--- src/rtl/ram_sync_clr_if.sv ---
`default_nettype none
// ============================================================================
// Module : ram_sync_clr_if
// Brief  : Access/clear bus between the CPU core and ram_sync_clr.
// Rev    : 1.0  initial release
// ============================================================================
interface ram_sync_clr_if #(
  parameter int DATA_W = 8,
  parameter int ADDR_W = 8
);
  logic              ce;
  logic              we;
  logic [ADDR_W-1:0] addr;
  logic [DATA_W-1:0] data_in;
  logic              clr_req;
  logic [DATA_W-1:0] data_out;
  logic              rd_valid;
  logic              busy;

  modport master (
    output ce, we, addr, data_in, clr_req,
    input  data_out, rd_valid, busy
  );

  modport slave (
    input  ce, we, addr, data_in, clr_req,
    output data_out, rd_valid, busy
  );
endinterface
`default_nettype wire

--- src/rtl/ram_sync_clr.sv ---
`default_nettype none
// ============================================================================
// Module : ram_sync_clr
// Brief  : Single-port synchronous RAM, registered read, hardware clear engine.
// Rev    : 1.0  initial release
// ============================================================================
module ram_sync_clr #(
  parameter int DATA_W       = 8,
  parameter int ADDR_W       = 8,
  parameter int DEPTH        = 256,
  parameter int RDW_MODE     = 0,
  parameter int CLR_ON_RESET = 1
) (
  input  logic            clk,
  input  logic            rst_n,
  ram_sync_clr_if.slave   bus
);

  localparam int              c_idx_w = (DEPTH > 1) ? $clog2(DEPTH) : 1;
  localparam logic [ADDR_W:0] c_depth = (ADDR_W + 1)'(DEPTH);
  localparam logic [c_idx_w-1:0] c_last = c_idx_w'(DEPTH - 1);

  typedef enum logic [0:0] {
    ST_IDLE  = 1'b0,
    ST_CLEAR = 1'b1
  } state_t;

  localparam state_t c_rst_state = (CLR_ON_RESET != 0) ? ST_CLEAR : ST_IDLE;

  logic [DATA_W-1:0]  r_mem [0:DEPTH-1];
  state_t             r_state;
  state_t             w_state_nxt;
  logic [c_idx_w-1:0] r_cnt;
  logic [c_idx_w-1:0] w_cnt_nxt;
  logic [DATA_W-1:0]  r_dout;
  logic [DATA_W-1:0]  w_dout_nxt;
  logic               r_rd_valid;
  logic               w_rd_valid_nxt;
  logic               w_mem_we;
  logic [c_idx_w-1:0] w_mem_idx;
  logic [DATA_W-1:0]  w_mem_wdata;
  logic               w_in_range;
  logic [c_idx_w-1:0] w_addr_idx;
  logic [DATA_W-1:0]  w_rd_word;

  // Addresses at or above DEPTH never touch the array and read back as zero.
  assign w_in_range = ({1'b0, bus.addr} < c_depth);
  assign w_addr_idx = bus.addr[c_idx_w-1:0];
  assign w_rd_word  = w_in_range ? r_mem[w_addr_idx] : '0;

  always_comb begin
    w_state_nxt    = r_state;
    w_cnt_nxt      = r_cnt;
    w_dout_nxt     = r_dout;
    w_rd_valid_nxt = 1'b0;
    w_mem_we       = 1'b0;
    w_mem_idx      = w_addr_idx;
    w_mem_wdata    = bus.data_in;

    case (r_state)
      ST_IDLE: begin
        if (bus.ce) begin
          w_rd_valid_nxt = 1'b1;
          if (bus.we) begin
            w_mem_we   = w_in_range;
            w_dout_nxt = ((RDW_MODE != 0) && w_in_range) ? bus.data_in : w_rd_word;
          end else begin
            w_dout_nxt = w_rd_word;
          end
        end
        if (bus.clr_req) begin
          w_state_nxt = ST_CLEAR;
          w_cnt_nxt   = '0;
        end
      end
      ST_CLEAR: begin
        w_mem_we    = 1'b1;
        w_mem_idx   = r_cnt;
        w_mem_wdata = '0;
        if (r_cnt == c_last) begin
          w_state_nxt = ST_IDLE;
          w_cnt_nxt   = '0;
        end else begin
          w_cnt_nxt = r_cnt + c_idx_w'(1);
        end
      end
      default: begin
        w_state_nxt = ST_IDLE;
        w_cnt_nxt   = '0;
      end
    endcase
  end

  always_ff @(posedge clk or negedge rst_n) begin
    if (!rst_n) begin
      r_state    <= c_rst_state;
      r_cnt      <= '0;
      r_dout     <= '0;
      r_rd_valid <= 1'b0;
    end else begin
      r_state    <= w_state_nxt;
      r_cnt      <= w_cnt_nxt;
      r_dout     <= w_dout_nxt;
      r_rd_valid <= w_rd_valid_nxt;
    end
  end

  // Array has no reset; writes are blocked while reset is held so an aborted
  // clear leaves the contents exactly as far as it got.
  always_ff @(posedge clk) begin
    if (w_mem_we && rst_n) begin
      r_mem[w_mem_idx] <= w_mem_wdata;
    end
  end

  assign bus.data_out = r_dout;
  assign bus.rd_valid = r_rd_valid;
  assign bus.busy     = (r_state == ST_CLEAR);

endmodule
`default_nettype wire

--- src/flat_wrapper.sv ---
// flat-port wrapper written by rule: the top's interface ports become plain ports
module ram_sync_clr_flat 
#(
  parameter int DATA_W       = 8,
  parameter int ADDR_W       = 8,
  parameter int DEPTH        = 256,
  parameter int RDW_MODE     = 0,
  parameter int CLR_ON_RESET = 1
)
  (clk, rst_n, bus_ce, bus_we, bus_addr, bus_data_in, bus_clr_req, bus_data_out, bus_rd_valid, bus_busy);
  ram_sync_clr_if #(.DATA_W(DATA_W), .ADDR_W(ADDR_W)) bus_i ();
  input  logic clk;
  input  logic rst_n;
  input wire logic [$bits(bus_i.ce)-1:0] bus_ce;
  input wire logic [$bits(bus_i.we)-1:0] bus_we;
  input wire logic [$bits(bus_i.addr)-1:0] bus_addr;
  input wire logic [$bits(bus_i.data_in)-1:0] bus_data_in;
  input wire logic [$bits(bus_i.clr_req)-1:0] bus_clr_req;
  output wire logic [$bits(bus_i.data_out)-1:0] bus_data_out;
  output wire logic [$bits(bus_i.rd_valid)-1:0] bus_rd_valid;
  output wire logic [$bits(bus_i.busy)-1:0] bus_busy;
  assign bus_i.ce = bus_ce;
  assign bus_i.we = bus_we;
  assign bus_i.addr = bus_addr;
  assign bus_i.data_in = bus_data_in;
  assign bus_i.clr_req = bus_clr_req;
  assign bus_data_out = bus_i.data_out;
  assign bus_rd_valid = bus_i.rd_valid;
  assign bus_busy = bus_i.busy;
  ram_sync_clr #(.DATA_W(DATA_W), .ADDR_W(ADDR_W), .DEPTH(DEPTH), .RDW_MODE(RDW_MODE), .CLR_ON_RESET(CLR_ON_RESET)) u_core (.clk(clk), .rst_n(rst_n), .bus(bus_i));
endmodule
--- config.mk ---
export PLATFORM = sky130hd
export DESIGN_NAME = ram_sync_clr_flat
export DESIGN_NICKNAME = d
export VERILOG_FILES = /design/src/rtl/ram_sync_clr_if.sv /design/src/rtl/ram_sync_clr.sv /design/src/flat_wrapper.sv
export SDC_FILE = /design/constraint.sdc
export NUM_CORES = 2
export LEC_CHECK = 0
export ABC_AREA = 1
export BUFFER_PORTS_ARGS = -buffer_cell sky130_fd_sc_hd__buf_2
export CORE_MARGIN = 8
export CORE_UTILIZATION = 38
export DETAILED_ROUTE_END_ITERATION = 7
export GPL_ROUTABILITY_DRIVEN = 1
export SETUP_SLACK_MARGIN = 0.3
export SYNTH_ARGS = -nofsm -noshare
export SYNTH_HDL_FRONTEND = slang
export SYNTH_SLANG_ARGS = --single-unit
--- constraint.sdc ---
create_clock -name clk -period 13.6 [get_ports clk]
set_clock_uncertainty 0.05 [all_clocks]
set_input_delay 1.36 -clock clk [delete_from_list [all_inputs] [get_ports clk]]
set_output_delay 1.36 -clock clk [all_outputs]
set_load 0.03 [all_outputs]
# Yosys cells after proc, flatten, opt, wreduce, memory -nomap -nowiden
# Memory sizes are Yosys's and may differ from the RTL's. A register that Yosys moved wholly into a read port is not among the register bits.
# Cells that the tools add are included.
# Widths: inputs -> output; s select.
# word_totals
reg_bits,10
mem_bits_rw,2048
inputBits,21
out_inout_bits,10
memories,1
# memory_table
memory,depth,width,rd,rd_clocked_by_memory_dff,wr,line,rtl
u_core.r_mem,256,8,1,1,1,ram_sync_clr.sv:30,logic [DATA_W-1:0] r_mem [0:DEPTH-1];
# op_classes
n_addsub,1
eq_ne,2
mux,15
bitwise,1
n_reduce_logical,3
# ops
op,n
$mux 8,4
$pmux 8 s2,1
$add 8x1->8 const B,1
$eq 8x8->1 const B,1
$mux 1,8
$pmux 1 s2,2
$ne 2x2->1 const B,1
$reduce_and 2->1,1
$logic_and 1x1->1,1
$logic_not 1->1,1
$not 1->1,1

# Logic depth before layout (Yosys ltp)
# depth
word_depth,6
ltp_mapped,15

# Worst setup path after synthesis
# OpenSTA, ideal clock, no wires.
# synth_path
kind,input to register
startpoint,input port bus_data_in[0]
endpoint,"memory u_core.r_mem[0][0], data pin"
setup_time_ns,1.406
arrival_ns,7.337
t_required_ns,12.144
slack_ns,4.807
stages,2
path_cell_list,inv_1 nor2_1
# synth_between
elab_chain_cells,1
# synth_lines
element,line,rtl
start: declaration,flat_wrapper.sv:17,input wire logic [$bits(bus_i.data_in)-1:0] bus_data_in;
$mux 8,ram_sync_clr.sv:60,case (r_state)
named net u_core.w_mem_wdata[0],ram_sync_clr.sv:41,logic [DATA_W-1:0] w_mem_wdata;
end: declaration,ram_sync_clr.sv:30,
# The timed path passes the listed nets, and every way through them passes these cells.

==> results_dict.tcl <==
set metrics [dict create \
    outcome "finished, final reports clean" \
    grt_max_degree 279 \
    cts_made_buffers 196 \
    drive_above_1_share_pct 5.52 \
    die_h_um 486 \
    power_uw 13500 \
    clock_latency_ns 0.84 \
    grt_pass1_wl_um 349000 \
    worstSetupPathType "primary input to flip-flop" \
    synth.distinct_cells 28 \
    worstMarginPinSlew_ns 1.35 \
    grt_pass1_vias 52400 \
    synth_warnings 0 \
    htree_num_levels 4 \
    yosysTopAreaCell "edfxtp_1" \
    firstDrtPassIters 6 \
    post_drt_wl_per_cell_um 23.6 \
    rsz0062_at_grt "false" \
    hold_viol_final 0 \
    cts_resized 0 \
    ios 31 \
    crit_arrival_ns 6.12 \
    seq_area_frac_synth_pct 73.7 \
    utilization_pct 42.1 \
    fillers 20200 \
    seq_area_sq_um 62000 \
    portBuffers 30 \
    cts_buffer_depth 3 \
    dp_hpwl_um 128000 \
    clock_sinks 2066 \
    fp.dieArea_sq_um 236000 \
    grtUsageTotal_pct 19.3 \
    routed_wl_um 237000 \
    fin_nets 6934 \
    post_drt_via_cell_ratio 5.46 \
    placed_area_sq_um 86400 \
    avgSynthCellArea_sq_um 11.9 \
    cp.required_ns 14.25 \
    postCtsHoldBufs 0 \
    area_delta_synth_final_pct 9.99 \
    vdd_drop_max_mv 0.111 \
    multiInputGateArea_sq_um 19500 \
    antenna_found_initial 7 \
    min_path_type "primary input to async pin" \
    synth_top_area_share_pct 73.2 \
    post-route-drc-count 0 \
    syn_inst 7092 \
    powerDensity_nw_per_um2 146 \
    fin_setup_tns_ns 0 \
    slew_headroom_pct 9.61 \
    synth_area_sq_um 84000 \
    cp-end-kind "flip-flop" \
    root_buffer "clkbuf_16" \
    startpoint_type "primary input" \
    num_rows 172 \
    postCtsSetupBuffers 0 \
    final_max_slew_viol_count 0 \
    period_share_pct 40.3 \
    tritoncts "done" \
    fin_crit_ns 5.47 \
    die_w_um 486 \
    cellLeakagePower_uw 0.0319 \
    synthTopCellsByArea "edfxtp_1, nand3_1, nand2_1" \
    drtIter0Drc 6441 \
    clkTransAtPathRegs_ns 0.06 \
    r2r_slack_ns 8.81 \
    grt.overflow.total 0 \
    core_sq_um 220000 \
    synth_nets 7114 \
    maxCapViolCount 0 \
    design_area_sq_um 92400 \
    vias 54800 \
    globalplace.congestion 0.840 \
    synth-seq-cells 2066 \
    max_freq_ghz 0.183 \
    finalSetupViolations 0 \
    start_util_pct 38.2 \
    ant_nets 0 \
    cp_max_fo 139 \
]
-- metal layers --
metal | track usage (%) | wire length, um | up-vias | share of wire, %
met5 | 0 | 22 | - | 0.0093
met4 | 7.10 | 8580 | 4 | 3.6
met3 | 3.49 | 19200 | 419 | 8.1
met2 | 31.4 | 113000 | 2426 | 48
met1 | 26.0 | 96000 | 27100 | 41
li1 | - | - | 24800 | -
-- cells by family after synthesis --
logic type | count (synthesis) | share of synthesized area (%)
XOR/XNOR | 5 | 0.0521
flip-flops | 2066 | 73.7
buffers and inverters | 544 | 3.12
AND/OR/NAND/NOR | 4458 | 23.0
adder cells (fa/ha/maj) | 1 | 0.0149
AO/OA/AOI/OAI | 18 | 0.125
-- synthesized netlist by cell type --
cell	number
a21oi_1	1
a21oi_2	1
a31oi_1	1
buf_1	62
buf_2	303
buf_4	43
buf_6	5
clkbuf_1	72
clkinv_1	2
dfrtp_1	17
dfstp_2	1
edfxtp_1	2048
ha_1	1
inv_1	50
inv_2	6
inv_4	1
nand2_1	2110
nand3_1	2044
nor2_1	296
nor2_2	3
nor3_1	4
o21ai_0	6
o21ai_1	3
o21ai_2	1
o22ai_1	5
or2_1	1
xnor2_1	1
xor2_1	4
-- power breakdown --
part / total (uW) / switching (uW) / internal, uW / leakage, uW
clock network: 5280 / 2360 / 2920 / 0.00298
logic: 1070 / 855 / 217 / 0.00979
registers: 7110 / 51.0 / 7060 / 0.0191
-- metrics by stage --
step                setup slack, ns  hold slack (ns)  instances
detailed placement             7.53            0.474       9672
floorplan                      4.81            0.440       7092
CTS                            8.43            0.437      10000
global route                   8.12            0.469      10000
finish                         8.13            0.480      10000
global placement               7.53            0.471       9672
-- placed cells by master (no fill, tap or decap), drive strengths merged --
master | synthesis | layout
a21oi | 2 | 2
a31oi | 1 | 1
buf | 413 | 107
bufinv | 0 | 11
clkbuf | 72 | 248
clkinv | 2 | 88
clkinvlp | 0 | 2
dfrtp | 17 | 17
dfstp | 1 | 1
diode | 0 | 3
edfxtp | 2048 | 2048
ha | 1 | 1
inv | 57 | 65
nand2 | 2110 | 2110
nand3 | 2044 | 2044
nor2 | 299 | 299
nor3 | 4 | 4
o21ai | 10 | 10
o22ai | 5 | 5
or2 | 1 | 1
xnor2 | 1 | 1
xor2 | 4 | 4
-- final cells by class --
class / count / share of cell area (%)
sequential: 2066 / 67.0
multi-input combinational: 4482 / 21.1
clock buffer: 248 / 5.66
tap: 2958 / 4.00
timing repair buffer: 107 / 1.00
clock inverter: 107 / 0.899
inverter: 59 / 0.276
antenna: 3 / 0.00812
-- registers in the layout, indices dropped and copies added, names as in the netlist --
name and count:
u_core.r_mem 2048, u_core.bus.data_out 8, u_core.r_cnt 8, u_core.bus.busy 1, u_core.bus.rd_valid 1
-- worst max-delay path, cell delays in order --
cell and delay [ns]:
buf_8 0.21, inv_8 0.76, buf_4 0.98, buf_4 0.84, nand3_1 0.15, nand3_1 0.15
nand3_1 0.11, nand3_1 0.21, nand3_1 0.25, nand3_1 0.35, nand3_1 0.22, nand3_1 0.15
nand2_1 0.08
-- worst paths after layout --
| path | start | to | cells past startpoint |
|---|---|---|---|
| worst max-delay path | bus_addr[1] | u_core.bus.data_out[1] | 13 |
| worst min-delay path | rst_n | u_core.bus.rd_valid | 2 |
| worst max register to register | u_core.bus.busy | u_core.r_mem[16][6] | 9 |
| worst min register to register | u_core.r_cnt[0] | u_core.r_cnt[0] | 1 |
| max in group asynchronous | rst_n | u_core.bus.data_out[5] | 2 |
| min in group clk | u_core.r_cnt[0] | u_core.r_cnt[0] | 1 |
Note: power is estimated with default switching activity, not from simulation.
